[src/rtl/stbuf_pkg.sv]
`default_nettype none
// +----------------------------------------------------------------------------+
// | stbuf_pkg: shared types and helpers for store_buffer (size enum, FSM       |
// | states, entry struct, byte-enable and lane-replication functions).         |
// | Revision: 1.0                                                              |
// +----------------------------------------------------------------------------+
package stbuf_pkg;

   // Entries hold a fixed-width address so the struct is usable for any AW up to this.
   localparam int STBUF_MAX_AW = 64;

   typedef enum logic [1:0] {
      ST_NONE = 2'd0,
      ST_WORD = 2'd1,
      ST_HALF = 2'd2,
      ST_BYTE = 2'd3
   } st_size_e;

   typedef enum logic [1:0] {
      S_RUN   = 2'd0,
      S_FENCE = 2'd1,
      S_DONE  = 2'd2
   } stbuf_state_e;

   typedef struct packed {
      logic [STBUF_MAX_AW-1:0] addr;
      logic [31:0]             data;
      st_size_e                size;
   } stbuf_entry_t;

   function automatic logic [3:0] be_gen(input st_size_e size, input logic [1:0] a);
      logic [3:0] be;
      case (size)
         ST_WORD: be = 4'b1111;
         ST_HALF: be = a[1] ? 4'b1100 : 4'b0011;
         ST_BYTE: be = 4'b0001 << a;
         default: be = 4'b0000;
      endcase
      return be;
   endfunction

   function automatic logic [31:0] lane_rep(input st_size_e size, input logic [31:0] d);
      logic [31:0] r;
      case (size)
         ST_WORD: r = d;
         ST_HALF: r = {2{d[15:0]}};
         ST_BYTE: r = {4{d[7:0]}};
         default: r = 32'h0;
      endcase
      return r;
   endfunction

   function automatic logic addr_aligned(input st_size_e size, input logic [1:0] a);
      logic ok;
      case (size)
         ST_WORD: ok = (a == 2'b00);
         ST_HALF: ok = ~a[0];
         ST_BYTE: ok = 1'b1;
         default: ok = 1'b0;
      endcase
      return ok;
   endfunction

endpackage
`default_nettype wire

[src/rtl/stbuf_fifo.sv]
`default_nettype none
// +----------------------------------------------------------------------------+
// | stbuf_fifo: in-order entry FIFO with full/empty, count, and a flat view    |
// | of all storage slots. DEPTH must be a power of two, at least 2.            |
// | Revision: 1.0                                                              |
// +----------------------------------------------------------------------------+
module stbuf_fifo
   import stbuf_pkg::*;
#(
   parameter int DEPTH = 4,
   localparam int PW = $clog2(DEPTH),
   localparam int CW = PW + 1
) (
   input  logic                      clk,
   input  logic                      reset,
   input  logic                      push,
   input  logic                      pop,
   input  stbuf_entry_t              wr_entry,
   output stbuf_entry_t              head,
   output logic                      full,
   output logic                      empty,
   output logic [CW-1:0]             count,
   output logic [PW-1:0]             rd_ptr,
   output stbuf_entry_t [DEPTH-1:0]  entries
);

   stbuf_entry_t [DEPTH-1:0] mem_q, mem_d;
   logic [PW-1:0]            wr_ptr_q, wr_ptr_d, rd_ptr_q, rd_ptr_d;
   logic [CW-1:0]            count_q, count_d;
   logic                     push_ok, pop_ok;

   assign full    = (count_q == CW'(DEPTH));
   assign empty   = (count_q == '0);
   assign push_ok = push && !full;
   assign pop_ok  = pop && !empty;

   always_comb begin
      mem_d    = mem_q;
      wr_ptr_d = wr_ptr_q;
      rd_ptr_d = rd_ptr_q;
      count_d  = count_q;
      if (push_ok) begin
         mem_d[wr_ptr_q] = wr_entry;
         wr_ptr_d        = wr_ptr_q + 1'b1;
      end
      if (pop_ok) begin
         rd_ptr_d = rd_ptr_q + 1'b1;
      end
      if (push_ok && !pop_ok) begin
         count_d = count_q + 1'b1;
      end else if (!push_ok && pop_ok) begin
         count_d = count_q - 1'b1;
      end
   end

   // Storage is cleared too so head-derived outputs read zero out of reset.
   always_ff @(posedge clk or posedge reset) begin
      if (reset) begin
         mem_q    <= '0;
         wr_ptr_q <= '0;
         rd_ptr_q <= '0;
         count_q  <= '0;
      end else begin
         mem_q    <= mem_d;
         wr_ptr_q <= wr_ptr_d;
         rd_ptr_q <= rd_ptr_d;
         count_q  <= count_d;
      end
   end

   assign head    = mem_q[rd_ptr_q];
   assign count   = count_q;
   assign rd_ptr  = rd_ptr_q;
   assign entries = mem_q;

endmodule
`default_nettype wire

[src/rtl/store_buffer.sv]
`default_nettype none
// +----------------------------------------------------------------------------+
// | store_buffer: posted-write FIFO between core data port and slow memory,    |
// | with fence handling. Define STBUF_FWD_EN for store-to-load forwarding.     |
// | AW must not exceed 64. Revision: 1.0                                       |
// +----------------------------------------------------------------------------+
module store_buffer
   import stbuf_pkg::*;
#(
   parameter int DEPTH = 4,
   parameter int AW    = 32
) (
   input  logic          clk,
   input  logic          reset,
   input  logic [1:0]    memwrite,
   input  logic [AW-1:0] dataadr,
   input  logic [31:0]   writedata,
   input  logic          fence,
   output logic          stall,
   output logic          misalign,
   output logic          fence_done,
   output logic          mem_req,
   output logic [AW-1:0] mem_addr,
   output logic [31:0]   mem_wdata,
   output logic [3:0]    mem_be,
   input  logic          mem_ack
`ifdef STBUF_FWD_EN
   ,
   input  logic [AW-1:0] rd_addr,
   output logic          rd_hit,
   output logic [31:0]   rd_data,
   output logic          rd_conflict
`endif
);

   localparam int PW = $clog2(DEPTH);
   localparam int CW = PW + 1;

   stbuf_state_e             state_q, state_d;
   logic                     misalign_q, misalign_d;
   st_size_e                 st_size;
   logic                     store_req, is_aligned, push, pop, full, empty;
   stbuf_entry_t             wr_entry, head;
   stbuf_entry_t [DEPTH-1:0] entries;
   logic [CW-1:0]            count;
   logic [PW-1:0]            rd_ptr;
   logic                     unused_bits;

   assign st_size    = st_size_e'(memwrite);
   assign store_req  = (memwrite != 2'b00);
   assign is_aligned = addr_aligned(st_size, dataadr[1:0]);
   assign wr_entry   = '{addr: STBUF_MAX_AW'(dataadr), data: writedata, size: st_size};
   assign push       = store_req && is_aligned && !full && (state_q == S_RUN);
   assign pop        = mem_req && mem_ack;

   stbuf_fifo #(.DEPTH(DEPTH)) u_fifo (
      .clk      (clk),
      .reset    (reset),
      .push     (push),
      .pop      (pop),
      .wr_entry (wr_entry),
      .head     (head),
      .full     (full),
      .empty    (empty),
      .count    (count),
      .rd_ptr   (rd_ptr),
      .entries  (entries)
   );

   assign mem_req   = !empty;
   assign mem_addr  = head.addr[AW-1:0];
   assign mem_wdata = lane_rep(head.size, head.data);
   assign mem_be    = be_gen(head.size, head.addr[1:0]);
   assign stall     = (store_req && is_aligned && full) || (state_q == S_FENCE);

   assign misalign_d = store_req && !is_aligned;
   assign misalign   = misalign_q;

   always_comb begin
      state_d    = state_q;
      fence_done = 1'b0;
      case (state_q)
         S_RUN:   if (fence) state_d = S_FENCE;
         S_FENCE: if (count == '0) begin
                     fence_done = 1'b1;
                     state_d    = S_DONE;
                  end
         S_DONE:  if (!fence) state_d = S_RUN;
         default: state_d = S_RUN;
      endcase
   end

   always_ff @(posedge clk or posedge reset) begin
      if (reset) begin
         state_q    <= S_RUN;
         misalign_q <= 1'b0;
      end else begin
         state_q    <= state_d;
         misalign_q <= misalign_d;
      end
   end

`ifdef STBUF_FWD_EN
   stbuf_entry_t fwd_e;

   // Walk oldest to youngest so the youngest matching entry overrides earlier ones.
   always_comb begin
      rd_hit      = 1'b0;
      rd_conflict = 1'b0;
      rd_data     = 32'h0;
      fwd_e       = '0;
      for (int k = 0; k < DEPTH; k++) begin
         if (k < int'(count)) begin
            fwd_e = entries[rd_ptr + PW'(k)];
            if (fwd_e.addr[AW-1:2] == rd_addr[AW-1:2]) begin
               rd_hit      = (fwd_e.size == ST_WORD);
               rd_conflict = (fwd_e.size != ST_WORD);
               rd_data     = (fwd_e.size == ST_WORD) ? fwd_e.data : 32'h0;
            end
         end
      end
   end

   assign unused_bits = ^{head.addr, fwd_e, rd_addr[1:0]};
`else
   assign unused_bits = ^{head.addr, entries, rd_ptr};
`endif

endmodule
`default_nettype wire

[config.mk]
export PLATFORM = sky130hd
export DESIGN_NAME = store_buffer
export DESIGN_NICKNAME = d
export VERILOG_FILES = /design/src/rtl/stbuf_pkg.sv /design/src/rtl/stbuf_fifo.sv /design/src/rtl/store_buffer.sv
export SDC_FILE = /design/constraint.sdc
export NUM_CORES = 1
export LEC_CHECK = 0
export ABC_AREA = 1
export BUFFER_PORTS_ARGS = -buffer_cell sky130_fd_sc_hd__buf_2
export CORE_MARGIN = 2
export CORE_UTILIZATION = 40
export CTS_CLUSTER_DIAMETER = 80
export CTS_CLUSTER_SIZE = 25
export DETAILED_ROUTE_END_ITERATION = 10
export SETUP_SLACK_MARGIN = 0.1
export SYNTH_ARGS = -nofsm -noshare
export SYNTH_HDL_FRONTEND = slang
export SYNTH_HIERARCHICAL = 1
export SYNTH_SLANG_ARGS = --single-unit
export TNS_END_PERCENT = 30
[constraint.sdc]
create_clock -name clk -period 15.2 [get_ports clk]
set_input_delay 3.04 -clock clk [delete_from_list [all_inputs] [get_ports clk]]
set_output_delay 3.04 -clock clk [all_outputs]
set_load 0.01 [all_outputs]
==> flow_summary.ini <==
[setup_path]
cp_max_fo = 89
path_common_cell = o21ai_0
crit_end = mem_wdata[29]
criticalPathCategory = flip-flop to primary output
cp-startpoint = u_fifo/rd_ptr[0]$_DFFE_PP0P_
reg2reg_depth = 10
slowest_delay_ps = 800
r2r_start = u_fifo/count[0]$_DFFE_PP0P_
slowest_stage = buf_4
crit_path_start_kind = flip-flop
end_kind = primary output
rr_endpoint = u_fifo/entries[103]$_DFFE_PP0P_
rrSetupSlack_ps = 10590
path_cells = clkinv_2, buf_4, o21ai_0, o21ai_0, nand2_2, inv_1, nand2_1, nand3_2, buf_2
arrival_ps = 4430
cp.required_ps = 12160

[route]
drt_wl_total_mm = 43.2
drc = 0
wl_per_cell_um = 18.9
via_count = 12700
initialDrtViolationCount = 1279
drt-pass1-iter-count = 5
viasPerCell = 5.55
drtAntennaViolNets = 0

[global_routing]
grt_overflow = 0
grt_pass1_vias = 11900
antenna_found_initial = 7
grt_use_total_pct = 23.5
grt_max_degree = 235
grt_pass1_wl_mm = 68.7

[floorplanning]
core_area_mm2 = 0.0346
die_h_um = 192
num_rows = 68
floorplan.initialDensity_pct = 40.6
die_x_um = 192
pin_count = 142
design.die.area_mm2 = 0.0367

[sta]
worst_slew_pin_slew_ps = 1180
hold_viol_final = 0
finalSetupTns_ps = 0
report.final.slew_viol_count = 0
fin_crit_sh_pct = 49.2
whs_ps = 472
setup_viol = 0
fin_worst_skew_ps = 24.3
slew_headroom_pct = 21.3
grt_setup_unrepaired = no
period_needed_ps = 7470
fmax_mhz = 134

[final_layout]
nNetsFinal = 1892
multiInputGateArea_mm2 = 0.00617
layout_commonest_cell = nand2_1
regArea_mm2 = 0.00686
final_cell_mix = nand2_1 (601), dfrtp_1 (273), nand4_1 (265)
final.fill_count = 3543
final_area_mm2 = 0.0151
syn_to_final_growth_pct = 7.45
final_cells = 2283
drive_gt1_share_pct = 11.6

[run]
max-cap-violations = 0

[placed_design]
io_buffers = 141
place.gp.congestion = 0.842
hpwl_mm = 22.6
placed_cell_area_mm2 = 0.0146
dp.cells = 2253

[yosys]
synth_area_mm2 = 0.0141
synth_area_per_cell_um2 = 7.67
synth_warnings = 6
synthCells = 1834
syn_nets = 1910

[cts]
cts_hold_buf = 0
h-tree-depth = 1
cts_tree = built
insertion_delay_ps = 520
clockBufferDepth = 3
cts_resized = 0
postCtsSetupRepairBufs = 0
cts_buffers = 16
cts_sinks = 274
cts.clk_slew.worst_paths_ps = 100
cts_root_buf = clkbuf_16

[hold_path]
min-delay-path-class = flip-flop to flip-flop
hold_depth = 2

[pwr]
ir_drop_mv = 0.190
p_per_area_mw_per_mm2 = 232
power_uw = 3510
leakage_uw = 0.00779

[run_status]
status = complete, no violations
## worst max-delay path: cells and delay by family (launching register included)
family,cells,cell delay [ps]
simple gates,3,530
buf+inv,4,1710
flops,1,680
compound gates,2,910
## routing by layer
layer	track usage, %	wire [µm]
met1	34.2	20100
met2	37.5	20000
met3	2.83	2330
met4	5.27	750
met5	0	23
## worst min-delay path by stage
stage / startpoint / to / slack [ps]
final: u_fifo/entries[143]$_DFFE_PP0P_ / u_fifo/entries[143]$_DFFE_PP0P_ / 470
after detailed placement: u_fifo/entries[133]$_DFFE_PP0P_ / u_fifo/entries[133]$_DFFE_PP0P_ / 450
after CTS: u_fifo/entries[144]$_DFFE_PP0P_ / u_fifo/entries[144]$_DFFE_PP0P_ / 470
after global routing: u_fifo/entries[103]$_DFFE_PP0P_ / u_fifo/entries[103]$_DFFE_PP0P_ / 490
after global placement: u_fifo/entries[162]$_DFFE_PP0P_ / u_fifo/entries[162]$_DFFE_PP0P_ / 450
after floorplan: u_fifo/entries[131]$_DFFE_PP0P_ / u_fifo/entries[131]$_DFFE_PP0P_ / 440
## registers in the layout, summed over array words and instances (netlist names)
register         cells
u_fifo/wr_ptr_q      2
u_fifo/entries     264
u_fifo/count         3
state_q              2
misalign             1
u_fifo/rd_ptr        2
## metrics by stage
stage	util [%]	setup slack [ps]
5_1_grt	43.6	7370
2_1_floorplan	-	4690
3_3_place_gp	42.1	8480
6_report	43.6	7730
3_5_place_dp	42.1	8360
4_1_cts	43.6	7790
## power breakdown
group / internal, µW / switching (µW)
sequential: 1040 / 176
clock: 233 / 268
combinational: 524 / 1270
total: 1800 / 1710
## final cells by class
class	count	area share [%]
timing repair buffer	156	5.50
antenna	5	0.0828
clock inverter	6	0.546
clock buffer	19	2.93
inverter	35	0.935
tap	455	3.77
sequential	274	45.4
multi-input combinational	1333	40.9
Note: power is estimated with default switching activity, not from simulation.
